**config.mk**
```make
export PLATFORM = sky130hd
export DESIGN_NAME = memstream_pump_gather_flat
export DESIGN_NICKNAME = d
export VERILOG_FILES = /design/src/rtl/memstream_pump_gather_if.sv /design/src/rtl/memstream_pump_gather.sv /design/src/flat_wrapper.sv
export SDC_FILE = /design/constraint.sdc
export NUM_CORES = 1
export LEC_CHECK = 0
export CORE_UTILIZATION = 50
export CTS_CLUSTER_DIAMETER = 60
export DETAILED_ROUTE_END_ITERATION = 6
export GPL_ROUTABILITY_DRIVEN = 0
export GPL_TIMING_DRIVEN = 0
export PLACE_DENSITY_LB_ADDON = 0.12
export RECOVER_POWER = 50
export SYNTH_ARGS = -nofsm -noshare
export SYNTH_HDL_FRONTEND = slang
export SYNTH_SLANG_ARGS = --single-unit
```
**constraint.sdc**
```tcl
create_clock -name clk2x -period 3.9 [get_ports clk2x]
set_input_delay 0.78 -clock clk2x [delete_from_list [all_inputs] [get_ports clk2x]]
set_output_delay 0.78 -clock clk2x [all_outputs]
set_load 0.005 [all_outputs]
```
**src/rtl/memstream_pump_gather_if.sv**
```systemverilog
`default_nettype none
// ============================================================================
// Module      : memstream_pump_gather_if
// Description : Stream bundle for memstream_pump_gather. The narrow clk2x
//               half-word input, the slow-aligned padded output, the phase
//               flag and the FIFO level travel together.
//               slave  : the gearbox side (drives irdy/ovld/odat/level/active)
//               master : the surrounding logic (drives ivld/idat/ordy)
// Revision    : 1.0 - initial release
// ============================================================================
interface memstream_pump_gather_if #(
    parameter int WIDTH      = 32,
    parameter int FIFO_DEPTH = 4
);
    localparam int WIDTH_EFF = (WIDTH + 1) / 2;
    localparam int OWIDTH    = ((WIDTH + 7) / 8) * 8;
    localparam int LEVEL_W   = $clog2(FIFO_DEPTH + 1);

    logic                 active;
    logic                 irdy;
    logic                 ivld;
    logic [WIDTH_EFF-1:0] idat;
    logic                 ordy;
    logic                 ovld;
    logic [OWIDTH-1:0]    odat;
    logic [LEVEL_W-1:0]   level;

    modport slave (
        output active, irdy, ovld, odat, level,
        input  ivld, idat, ordy
    );

    modport master (
        input  active, irdy, ovld, odat, level,
        output ivld, idat, ordy
    );
endinterface
`default_nettype wire

```
**src/rtl/memstream_pump_gather.sv**
```systemverilog
`default_nettype none
// ============================================================================
// Module      : memstream_pump_gather
// Description : Double-pumped stream gearbox. Pairs consecutive clk2x
//               half-words into WIDTH-bit words, buffers them in a
//               FIFO_DEPTH-entry circular FIFO and presents them as a
//               byte-padded stream whose outputs only change on clk2x edges
//               that coincide with slow-clock edges.
//               Optional macro MEMSTREAM_PUMP_GATHER_STATS_EN adds the
//               stall_cnt and ovf_sticky status outputs.
// Revision    : 1.0 - initial release
// ============================================================================
module memstream_pump_gather #(
    parameter int WIDTH      = 32,
    parameter int FIFO_DEPTH = 4
) (
    input  wire logic               clk2x,
    input  wire logic               rst,
`ifdef MEMSTREAM_PUMP_GATHER_STATS_EN
    output logic [31:0]             stall_cnt,
    output logic                    ovf_sticky,
`endif
    memstream_pump_gather_if.slave  s
);

    localparam int WIDTH_EFF = (WIDTH + 1) / 2;
    localparam int OWIDTH    = ((WIDTH + 7) / 8) * 8;
    localparam int c_level_w = $clog2(FIFO_DEPTH + 1);
    localparam int c_ptr_w   = $clog2(FIFO_DEPTH);
    // High half contributes only WIDTH-WIDTH_EFF bits; for odd WIDTH the
    // MSB of the second half-word is dropped.
    localparam int c_hi_w    = WIDTH - WIDTH_EFF;
    localparam logic [c_level_w-1:0] c_depth    = c_level_w'(FIFO_DEPTH);
    localparam logic [c_ptr_w-1:0]   c_last_ptr = c_ptr_w'(FIFO_DEPTH - 1);

    logic                 r_phase;
    logic                 r_h;
    logic [WIDTH_EFF-1:0] r_low;
    logic [WIDTH-1:0]     r_mem [FIFO_DEPTH];
    logic [c_ptr_w-1:0]   r_wptr;
    logic [c_ptr_w-1:0]   r_rptr;
    logic [c_level_w-1:0] r_level;
    logic                 r_ovld;
    logic [WIDTH-1:0]     r_odat;

    logic                 w_irdy;
    logic                 w_accept;
    logic                 w_push;
    logic                 w_pop;
    logic                 w_bypass;
    logic [WIDTH-1:0]     w_word;
    logic [WIDTH-1:0]     w_head;
    logic [c_ptr_w-1:0]   w_wptr_nxt;
    logic [c_ptr_w-1:0]   w_rptr_nxt;
    logic [c_level_w-1:0] w_level_nxt;

    // Handshake decode, pointer/level next-state and post-pop head selection
    always_comb begin
        w_irdy      = (r_level < c_depth);
        w_accept    = w_irdy & s.ivld;
        w_push      = w_accept & r_h;
        // ovld only rises at an active edge and nothing pops in between, so
        // ovld=1 guarantees at least one word is held when the pop happens.
        w_pop       = r_phase & r_ovld & s.ordy;
        w_word      = {s.idat[c_hi_w-1:0], r_low};
        w_wptr_nxt  = r_wptr;
        w_rptr_nxt  = r_rptr;
        if (w_push) begin
            w_wptr_nxt = (r_wptr == c_last_ptr) ? '0 : r_wptr + c_ptr_w'(1);
        end
        if (w_pop) begin
            w_rptr_nxt = (r_rptr == c_last_ptr) ? '0 : r_rptr + c_ptr_w'(1);
        end
        w_level_nxt = r_level + c_level_w'(w_push) - c_level_w'(w_pop);
        // When the FIFO is empty after the pop, the word pushed this cycle
        // becomes the head but is not in the array yet: forward it.
        w_bypass    = w_push && (r_level == c_level_w'(w_pop));
        w_head      = w_bypass ? w_word : r_mem[w_rptr_nxt];
    end

    // Fast/slow phase tracker; high in the cycle that ends on a slow edge
    always_ff @(posedge clk2x) begin
        if (rst) begin
            r_phase <= 1'b0;
        end else begin
            r_phase <= ~r_phase;
        end
    end

    // Half-word pairing: hold the low half until its partner arrives
    always_ff @(posedge clk2x) begin
        if (rst) begin
            r_h   <= 1'b0;
            r_low <= '0;
        end else if (w_accept) begin
            if (!r_h) begin
                r_low <= s.idat;
                r_h   <= 1'b1;
            end else begin
                r_h   <= 1'b0;
            end
        end
    end

    // FIFO storage write port
    always_ff @(posedge clk2x) begin
        if (w_push) begin
            r_mem[r_wptr] <= w_word;
        end
    end

    // FIFO pointers and occupancy
    always_ff @(posedge clk2x) begin
        if (rst) begin
            r_wptr  <= '0;
            r_rptr  <= '0;
            r_level <= '0;
        end else begin
            r_wptr  <= w_wptr_nxt;
            r_rptr  <= w_rptr_nxt;
            r_level <= w_level_nxt;
        end
    end

    // Output register: refreshed only on edges that coincide with slow edges
    always_ff @(posedge clk2x) begin
        if (rst) begin
            r_ovld <= 1'b0;
            r_odat <= '0;
        end else if (r_phase) begin
            r_ovld <= (w_level_nxt != '0);
            if (w_level_nxt != '0) begin
                r_odat <= w_head;
            end
        end
    end

    assign s.active = r_phase;
    assign s.irdy   = w_irdy;
    assign s.ovld   = r_ovld;
    assign s.odat   = OWIDTH'(r_odat);
    assign s.level  = r_level;

`ifdef MEMSTREAM_PUMP_GATHER_STATS_EN
    logic [31:0] r_stall_cnt;
    logic        r_ovf_sticky;

    // Count slow cycles where a word is offered but the consumer stalls
    always_ff @(posedge clk2x) begin
        if (rst) begin
            r_stall_cnt <= '0;
        end else if (r_phase && r_ovld && !s.ordy && (r_stall_cnt != 32'hFFFF_FFFF)) begin
            r_stall_cnt <= r_stall_cnt + 32'd1;
        end
    end

    // Remember any attempt to push a half-word while not ready
    always_ff @(posedge clk2x) begin
        if (rst) begin
            r_ovf_sticky <= 1'b0;
        end else if (s.ivld && !w_irdy) begin
            r_ovf_sticky <= 1'b1;
        end
    end

    assign stall_cnt  = r_stall_cnt;
    assign ovf_sticky = r_ovf_sticky;
`endif

endmodule
`default_nettype wire

```
**src/flat_wrapper.sv**
```systemverilog
// flat-port wrapper written by rule: the top's interface ports become plain ports
module memstream_pump_gather_flat 
#(
    parameter int WIDTH      = 32,
    parameter int FIFO_DEPTH = 4
)
  (clk2x, rst, s_active, s_irdy, s_ovld, s_odat, s_level, s_ivld, s_idat, s_ordy);
  memstream_pump_gather_if #(.WIDTH(WIDTH), .FIFO_DEPTH(FIFO_DEPTH)) s_i ();
  input  wire logic clk2x;
  input  wire logic rst;
  output wire logic [$bits(s_i.active)-1:0] s_active;
  output wire logic [$bits(s_i.irdy)-1:0] s_irdy;
  output wire logic [$bits(s_i.ovld)-1:0] s_ovld;
  output wire logic [$bits(s_i.odat)-1:0] s_odat;
  output wire logic [$bits(s_i.level)-1:0] s_level;
  input wire logic [$bits(s_i.ivld)-1:0] s_ivld;
  input wire logic [$bits(s_i.idat)-1:0] s_idat;
  input wire logic [$bits(s_i.ordy)-1:0] s_ordy;
  assign s_active = s_i.active;
  assign s_irdy = s_i.irdy;
  assign s_ovld = s_i.ovld;
  assign s_odat = s_i.odat;
  assign s_level = s_i.level;
  assign s_i.ivld = s_ivld;
  assign s_i.idat = s_idat;
  assign s_i.ordy = s_ordy;
  memstream_pump_gather #(.WIDTH(WIDTH), .FIFO_DEPTH(FIFO_DEPTH)) u_core (.clk2x(clk2x), .rst(rst), .s(s_i));
endmodule
```
==> metrics.cfg, run 1 <==
[synth]
synth_edf_count=128
ys_warn_count=0
ys_types=30
seq_area_frac_synth=0.549
yosys.area.top_type=edfxtp_1
avgSynthCellArea_um2=10.5
async_reset_ff_frac=0
synth_cells=868
synth_top_area_frac=0.421
syn_area_um2=9120
ys_top_cells_by_area=edfxtp_1, dfxtp_1, mux2i_1, nand2_1, a311oi_2
synth_nets=896
synth_seq_cells=186
ys.flop_type=edfxtp_1

[power]
p_int_mw=3.51
p_leak_nw=3.53
power_density_nw_per_um2=445
vdd_drop_max_uv=357
p_seq_frac=0.487
power_frac_clock=0.365
combPwrFrac=0.148
finalPower_mw=4.71
netSwitchingFraction=0.255
power.switching_mw=1.20

[grt]
grtUsageTotal=0.273
grt_max_degree=33
antenna_found_initial=0
grt_first_pass_wirelength_mm=37.5
overflow=0
first_global_vias=6703

[routing]
post_drt_wl_per_cell_um=20.5
wl_mm=24.3
viasPerCell=5.90
drt_iter0_drc=555
drt_first_pass_iters=5
drcViolationCount=0
postRouteAntennaNets=0
num_vias=6992

[cts]
ctsHtreeMaxLevel=4
cts_root_buf=clkbuf_16
numCtsBuffers=17
cts.clk_slew.worst_paths_ns=0.06
cts_sinks=186
cts_tree=built
post_cts_resized=0
clkLatencyLatePin_ns=0.43
holdBufCountCts=0
post_cts_buffers=0
clockBufferDepth=2

[cells_and_area]
antenna_cells=0
area_growth_pct=15.9
final_nets=971
fin_util=0.590
layout-drive-gt1-share=0.103
fin_area_um2=10600
fin_cells=1185

[sta]
slew_headroom=0.393
setup_slack_ns=0.276
fin_tns_setup_ns=0
setup_viol=0
slew_viol_final=0
fin_worst_skew_ns=0.0127
period_share=0.929
hold_viol_final=0
rsz0062_at_grt=false
tightest_slew_ns=0.910
max_freq_mhz=276
hold_ws_ns=0.482
fin_crit_ns=3.62

[worst_setup_path]
max_stage_delay_ns=0.45
path_cells=clkdlybuf4s50_1 -> nand3_1 -> inv_2 -> clkbuf_4 -> ha_1 -> inv_1 -> ha_1 -> fa_1 -> o31a_1 -> buf_6 -> clkbuf_4 -> nor2_1 -> a311oi_2
r2r-start=u_core.s.active
reg2regPathDepth=12
path_buf_inv=6
reg2reg_to=u_core.s.odat[1]
start_kind=input pin
crit_family=buffers and inverters
crit_required_ns=4.17
rrSetupSlack_ns=0.67
path_max_fanout=14
slowest_stage=clkdlybuf4s50_1
crit_type=in -> reg
cp.arrival_ns=3.89
crit_path_end_kind=register

[die]
die_y_um=137
ios=58
dieArea_um2=18800
die_x_um=137
num_rows=49
core-area_um2=17900
initial_core_util=0.509

[placement]
io_buffer_count=56
place_area_um2=10000
place_ws_ns=-0.361
placed_cells=1154
dp.final_hpwl_mm=16.1

[hold_path]
hp-start=u_core.s.active
holdPathStages=1
worstHoldEndpoint=u_core.s.active
min_path_type=reg -> reg

[status]
status=finished clean

[job]
cap_violations=0

kinds of logic (layout without fill, tap and decap cells):
| kind of cell | count (synthesis) | after routing | share of synthesized area |
|---|---|---|---|
| compound gates | 182 | 182 | 0.155 |
| buf+inv | 112 | 200 | 0.0534 |
| xor+xnor | 1 | 1 | 0.00247 |
| flops | 186 | 186 | 0.549 |
| simple gates | 313 | 313 | 0.155 |
| mux | 66 | 66 | 0.0730 |
| fa+ha+maj | 8 | 8 | 0.0118 |
power groups by stage:
stage          Combinational [mW]  Sequential, mW  Clock [mW]
4_1_cts                     0.715            2.30        1.73
3_3_place_gp                0.699            2.34           0
6_report                    0.695            2.29        1.72
3_5_place_dp                0.712            2.34           0
5_1_grt                     0.754            2.30        1.81
2_1_floorplan               0.413            2.32           0
cell type report:
class | count | area [um2]
plain buffers | 69 | 332
multi-input cells | 570 | 3630
inverters | 42 | 158
flip-flops and latches | 186 | 5000
clock inverters | 11 | 128
clock buffers | 21 | 440
fillers | 1550 | 7340
well taps | 229 | 287
repair buffers | 57 | 588
cell usage in the layout (no fill, tap or decap), types with 2 or more instances in the layout:
cell	count
inv_2	2
nor3_1	33
ha_1	7
and2_2	4
edfxtp_1	128
dlygate4sd3_1	53
clkbuf_16	17
inv_1	40
a21oi_1	85
bufinv_16	3
nor2b_1	3
o211ai_1	32
a311oi_2	29
nand2_1	165
buf_1	3
buf_2	25
a311oi_1	3
clkbuf_4	3
mux2i_1	64
buf_6	4
a41oi_1	32
dfxtp_1	58
clkinv_1	2
clkbuf_1	38
nor2_1	38
clkdlybuf4s50_1	3
nand2b_1	66
clkinv_2	6
synthesized netlist by cell type (2+ instances only):
library cell and n:
nand2_1 165, nor3_1 33, a21oi_1 85, dfxtp_1 58
ha_1 7, inv_2 2, buf_1 5, o211ai_1 32
buf_2 29, nor2b_1 3, nor2_1 38, a311oi_1 3
and2_1 4, mux2i_1 64, a311oi_2 29, a41oi_1 32
clkbuf_1 32, edfxtp_1 128, buf_6 4, inv_1 40
nand2b_1 66
worst max-delay path by stage:
stage / cells past startpoint / end / slack (ns) / start
final: 13 / u_core.s.odat[1] / 0.28 / s_ordy
after detailed placement: 15 / u_core.s.odat[31] / -0.36 / s_ordy
after CTS: 15 / u_core.s.odat[31] / 0.08 / s_ordy
after floorplan: 14 / u_core.s.odat[0] / 0.67 / s_ordy
after global placement: 15 / u_core.s.odat[31] / -0.31 / s_ordy
after global routing: 14 / u_core.s.odat[7] / 0.10 / s_ordy
metal layers:
metal	vias to the layer above	global-route usage	share of wire
met5	-	0	0
met2	259	0.444	0.47
li1	3263	-	-
met4	0	0.108	0.027
met1	3425	0.367	0.44
met3	45	0.0367	0.055
registers in the layout, summed over array words and instances, names as in the netlist:
signal and flops:
u_core.r_mem 128, u_core.s.odat 32, u_core.r_low 16, u_core.s.level 3, u_core.r_rptr 2, u_core.r_wptr 2, u_core.r_h 1, u_core.s.active 1
u_core.s.ovld 1
worst reg2reg max path: stages, from the launching register on:
cell      delay [ns]
dfxtp_1         0.39
nand3_1         0.18
inv_2           0.29
clkbuf_4        0.31
ha_1            0.29
inv_1           0.07
ha_1            0.15
fa_1            0.44
o31a_1          0.34
buf_6           0.16
clkbuf_4        0.23
nor2_1          0.15
a311oi_2        0.06
Note: power is estimated with default switching activity, not from simulation.
==> run 2, diff against run 1 <==
--- a/config.mk
+++ b/config.mk
@@ -5,7 +5,9 @@
 export SDC_FILE = /design/constraint.sdc
 export NUM_CORES = 1
 export LEC_CHECK = 0
-export CORE_UTILIZATION = 50
+export CELL_PAD_IN_SITES_DETAIL_PLACEMENT = 0
+export CELL_PAD_IN_SITES_GLOBAL_PLACEMENT = 1
+export CORE_UTILIZATION = 47
 export CTS_CLUSTER_DIAMETER = 60
 export DETAILED_ROUTE_END_ITERATION = 6
 export GPL_ROUTABILITY_DRIVEN = 0
@@ -15,3 +17,4 @@
 export SYNTH_ARGS = -nofsm -noshare
 export SYNTH_HDL_FRONTEND = slang
 export SYNTH_SLANG_ARGS = --single-unit
+export TNS_END_PERCENT = 20
==> metrics.cfg, run 2 (synthesized netlist as in run 1, its figures left out) <==
[status]
status=finished clean

[power]
power_density_nw_per_um2=453
p_leak_nw=3.56
finalPower_mw=4.84
vdd_drop_max_uv=325

[die]
ios=58
core-area_um2=18900
num_rows=50
dieArea_um2=20000
initial_core_util=0.483
die_y_um=141
die_x_um=141

[cells_and_area]
multi_input_area_um2=3630
layout-drive-gt1-share=0.108
antenna_cells=0
area_growth_pct=17.2
largest_register_ffs=128
ff_latch_area_um2=5000
most-common-layout-cells=nand2_1, edfxtp_1, a21oi_1
regMostFlops=u_core.r_mem
nFillCells=1619
final_common_cell=nand2_1
final_nets=972

[sta]
slew_viol_final=0
tightest_slew_ns=1.04
fin_worst_skew_ns=0.0128
rsz0062_at_grt=false
period_share=0.947
fin_crit_ns=3.70
slew_headroom=0.306
hold_viol_final=0
hold_ws_ns=0.482
setup_viol=0
max_freq_mhz=271

[cts]
cts_tree=built
ctsHtreeMaxLevel=4
clockBufferDepth=2
cts.clk_slew.worst_paths_ns=0.07
numCtsBuffers=17
clkLatencyLatePin_ns=0.44
holdBufCountCts=0
post_cts_buffers=0
cts_root_buf=clkbuf_16
cts_sinks=186

[worst_setup_path]
slowest_stage=clkdlybuf4s50_1
crit_path_end_kind=register
crit_required_ns=4.25
path_max_fanout=14
start_kind=input pin
crit_family=buffers and inverters
path_buf_inv=6
crit_path_frequent_cell=ha_1
cp.arrival_ns=4.04
crit_type=in -> reg
max_stage_delay_ns=0.46
path_cells=clkdlybuf4s50_1 -> nand3_1 -> inv_2 -> buf_4 -> ha_1 -> inv_1 -> ha_1 -> fa_1 -> xnor3_1 -> o31a_1 -> buf_6 -> buf_2 -> nor2_1 -> a311oi_2

[routing]
num_vias=7108
drcViolationCount=0
wl_mm=26.1
postRouteAntennaNets=0
viasPerCell=5.84
drt_first_pass_iters=5
drt_iter0_drc=603
post_drt_wl_per_cell_um=21.5

[placement]
dp.final_hpwl_mm=17.7
io_buffer_count=56

[grt]
grt_max_degree=33
first_global_vias=7177
antenna_found_initial=0
grt_first_pass_wirelength_mm=40.2
overflow=0
grtUsageTotal=0.273

[hold_path]
min_path_type=reg -> reg

[job]
cap_violations=0

[run 2: worst paths after layout]
path	from	cells past startpoint	slack, ns	endpoint
max	s_ordy	14	0.20	u_core.s.odat[0]
max reg2reg	u_core.s.active	13	0.59	u_core.s.odat[0]
min	u_core.s.active	1	0.48	u_core.s.active
min reg2reg	u_core.s.active	1	0.48	u_core.s.active
[run 2: metal layers]
layer | up-vias | share of wire | GRT usage
li1 | 3259 | - | -
met1 | 3523 | 0.43 | 0.343
met2 | 284 | 0.49 | 0.461
met3 | 42 | 0.062 | 0.0520
met4 | 0 | 0.022 | 0.119
met5 | - | 0 | 0
[run 2: final cells by class]
cell class	instances	area share
Clock inverter	15	0.0185
Tap cell	260	0.0304
Sequential cell	186	0.468
Timing Repair Buffer	58	0.0576
Buffer	69	0.0308
Inverter	42	0.0148
Clock buffer	17	0.0398
Multi-Input combinational cell	570	0.340
[run 2: power breakdown]
part | total, mW | internal, mW | switching (mW) | leakage, nW
sequential | 2.29 | 2.22 | 0.0740 | 1.65
combinational | 0.705 | 0.293 | 0.412 | 1.61
clock | 1.85 | 1.07 | 0.771 | 0.303
total | 4.84 | 3.59 | 1.26 | 3.56
[run 2: metrics by stage]
| step | TNS, ns | setup slack [ns] | cell area, um2 | util | cells |
|---|---|---|---|---|---|
| 6_report | 0 | 0.205 | 10700 | 0.566 | 1217 |
| 5_1_grt | 0 | 0.0269 | 10700 | 0.566 | 1217 |
| 4_1_cts | 0 | 0.0671 | 10700 | 0.566 | 1218 |
| 3_5_place_dp | -11.62 | -0.463 | 10100 | 0.533 | 1186 |
| 3_3_place_gp | -8.09 | -0.336 | 10000 | 0.530 | 1184 |
| 2_1_floorplan | 0 | 0.673 | 9120 | - | 868 |
[run 2: timing repair]
item                                    in CTS  in global routing
endpoints found under the hold margin        0                  0
resized for setup                            1                  1
endpoints found under the setup margin       5                 20
==> run 3, diff against run 2 <==
--- a/config.mk
+++ b/config.mk
@@ -7,6 +7,7 @@
 export LEC_CHECK = 0
 export CELL_PAD_IN_SITES_DETAIL_PLACEMENT = 0
 export CELL_PAD_IN_SITES_GLOBAL_PLACEMENT = 1
+export CORE_MARGIN = 5
 export CORE_UTILIZATION = 47
 export CTS_CLUSTER_DIAMETER = 60
 export DETAILED_ROUTE_END_ITERATION = 6
@@ -14,6 +15,7 @@
 export GPL_TIMING_DRIVEN = 0
 export PLACE_DENSITY_LB_ADDON = 0.12
 export RECOVER_POWER = 50
+export SLEW_MARGIN = 20
 export SYNTH_ARGS = -nofsm -noshare
 export SYNTH_HDL_FRONTEND = slang
 export SYNTH_SLANG_ARGS = --single-unit
==> metrics.cfg, run 3 (synthesized netlist as in run 1, its figures left out) <==
[sta]
slew_viol_final=0
fin_worst_skew_ns=0.00797
max_freq_mhz=278
rsz0062_at_grt=false
tightest_slew_ns=0.878
setup_viol=0
fin_tns_setup_ns=0
fin_crit_ns=3.59
setup_slack_ns=0.305
hold_ws_ns=0.492
hold_viol_final=0
slew_headroom=0.415
period_share=0.922

[worst_setup_path]
start_kind=input pin
crit_path_end_kind=register
path_max_fanout=14
crit_required_ns=4.25
cp.arrival_ns=3.94
crit_type=in -> reg

[cts]
post_cts_resized=0
cts.clk_slew.worst_paths_ns=0.07
holdBufCountCts=0
numCtsBuffers=17
clkLatencyLatePin_ns=0.44
cts_root_buf=clkbuf_16
post_cts_buffers=0
clockBufferDepth=2
cts_sinks=186
ctsHtreeMaxLevel=4
cts_tree=built

[cells_and_area]
antenna_cells=0
multi_input_area_um2=3630
fin_area_um2=10700
layout-drive-gt1-share=0.108
ff_latch_area_um2=5000
final_common_cell=nand2_1
most-common-layout-cells=nand2_1, edfxtp_1, a21oi_1
fin_util=0.556
area_growth_pct=17.6
largest_register_ffs=128
regMostFlops=u_core.r_mem
final_nets=974
nFillCells=1676
fin_cells=1224

[routing]
drt_first_pass_iters=4
viasPerCell=5.70
num_vias=6976
post_drt_wl_per_cell_um=20.8
wl_mm=25.5
postRouteAntennaNets=0
drt_iter0_drc=503
drcViolationCount=0

[die]
core-area_um2=19300
dieArea_um2=22300
num_rows=51
die_x_um=149
die_y_um=149
initial_core_util=0.473
ios=58

[power]
p_leak_nw=3.57
finalPower_mw=4.78
vdd_drop_max_uv=348
power_density_nw_per_um2=446

[grt]
first_global_vias=7031
antenna_found_initial=0
grt_max_degree=22
grtUsageTotal=0.231
overflow=0
grt_first_pass_wirelength_mm=38.9

[hold_path]
min_path_type=reg -> reg

[placement]
dp.final_hpwl_mm=17.7
placed_cells=1193
place_area_um2=10100
io_buffer_count=56
place_ws_ns=-0.352

[job]
cap_violations=0

[status]
status=finished clean

-- run 3: final timing paths --
check	from	endpoint	slack (ns)	cells after the start
hold reg to reg	u_core.s.active	u_core.s.active	0.49	1
setup / recovery	s_ordy	u_core.s.odat[18]	0.31	14
hold / removal	u_core.s.active	u_core.s.active	0.49	1
setup reg to reg	u_core.s.active	u_core.s.odat[18]	0.66	13
-- run 3: where the power goes --
group          switching, mW  leakage, nW  internal [mW]  total, mW
sequential            0.0714         1.65           2.22       2.29
clock                  0.777        0.286           1.02       1.79
combinational          0.410         1.63          0.293      0.702
total                   1.26         3.57           3.53       4.78
-- run 3: layout make-up --
| class | instances | area share |
|---|---|---|
| Multi-Input combinational cell | 570 | 0.339 |
| Buffer | 69 | 0.0307 |
| Clock inverter | 13 | 0.0155 |
| Timing Repair Buffer | 60 | 0.0625 |
| Inverter | 42 | 0.0147 |
| Tap cell | 265 | 0.0309 |
| Sequential cell | 186 | 0.467 |
| Clock buffer | 19 | 0.0404 |
-- run 3: critical path, stage by stage --
cell             delay, ns
clkdlybuf4s50_1       0.46
nand3_1               0.16
inv_2                 0.29
clkbuf_4              0.31
ha_1                  0.20
inv_1                 0.05
ha_1                  0.18
fa_1                  0.38
xnor3_1               0.22
o31a_1                0.15
buf_6                 0.18
clkbuf_4              0.26
nor2_1                0.08
a311oi_2              0.23
-- run 3: metal layers --
layer  GRT usage  wire, um  up-vias
li1            -         -     3258
met3      0.0404      1210       36
met4      0.0696       459        0
met2       0.399     12600      221
met1       0.298     11200     3461
met5           0         0        -
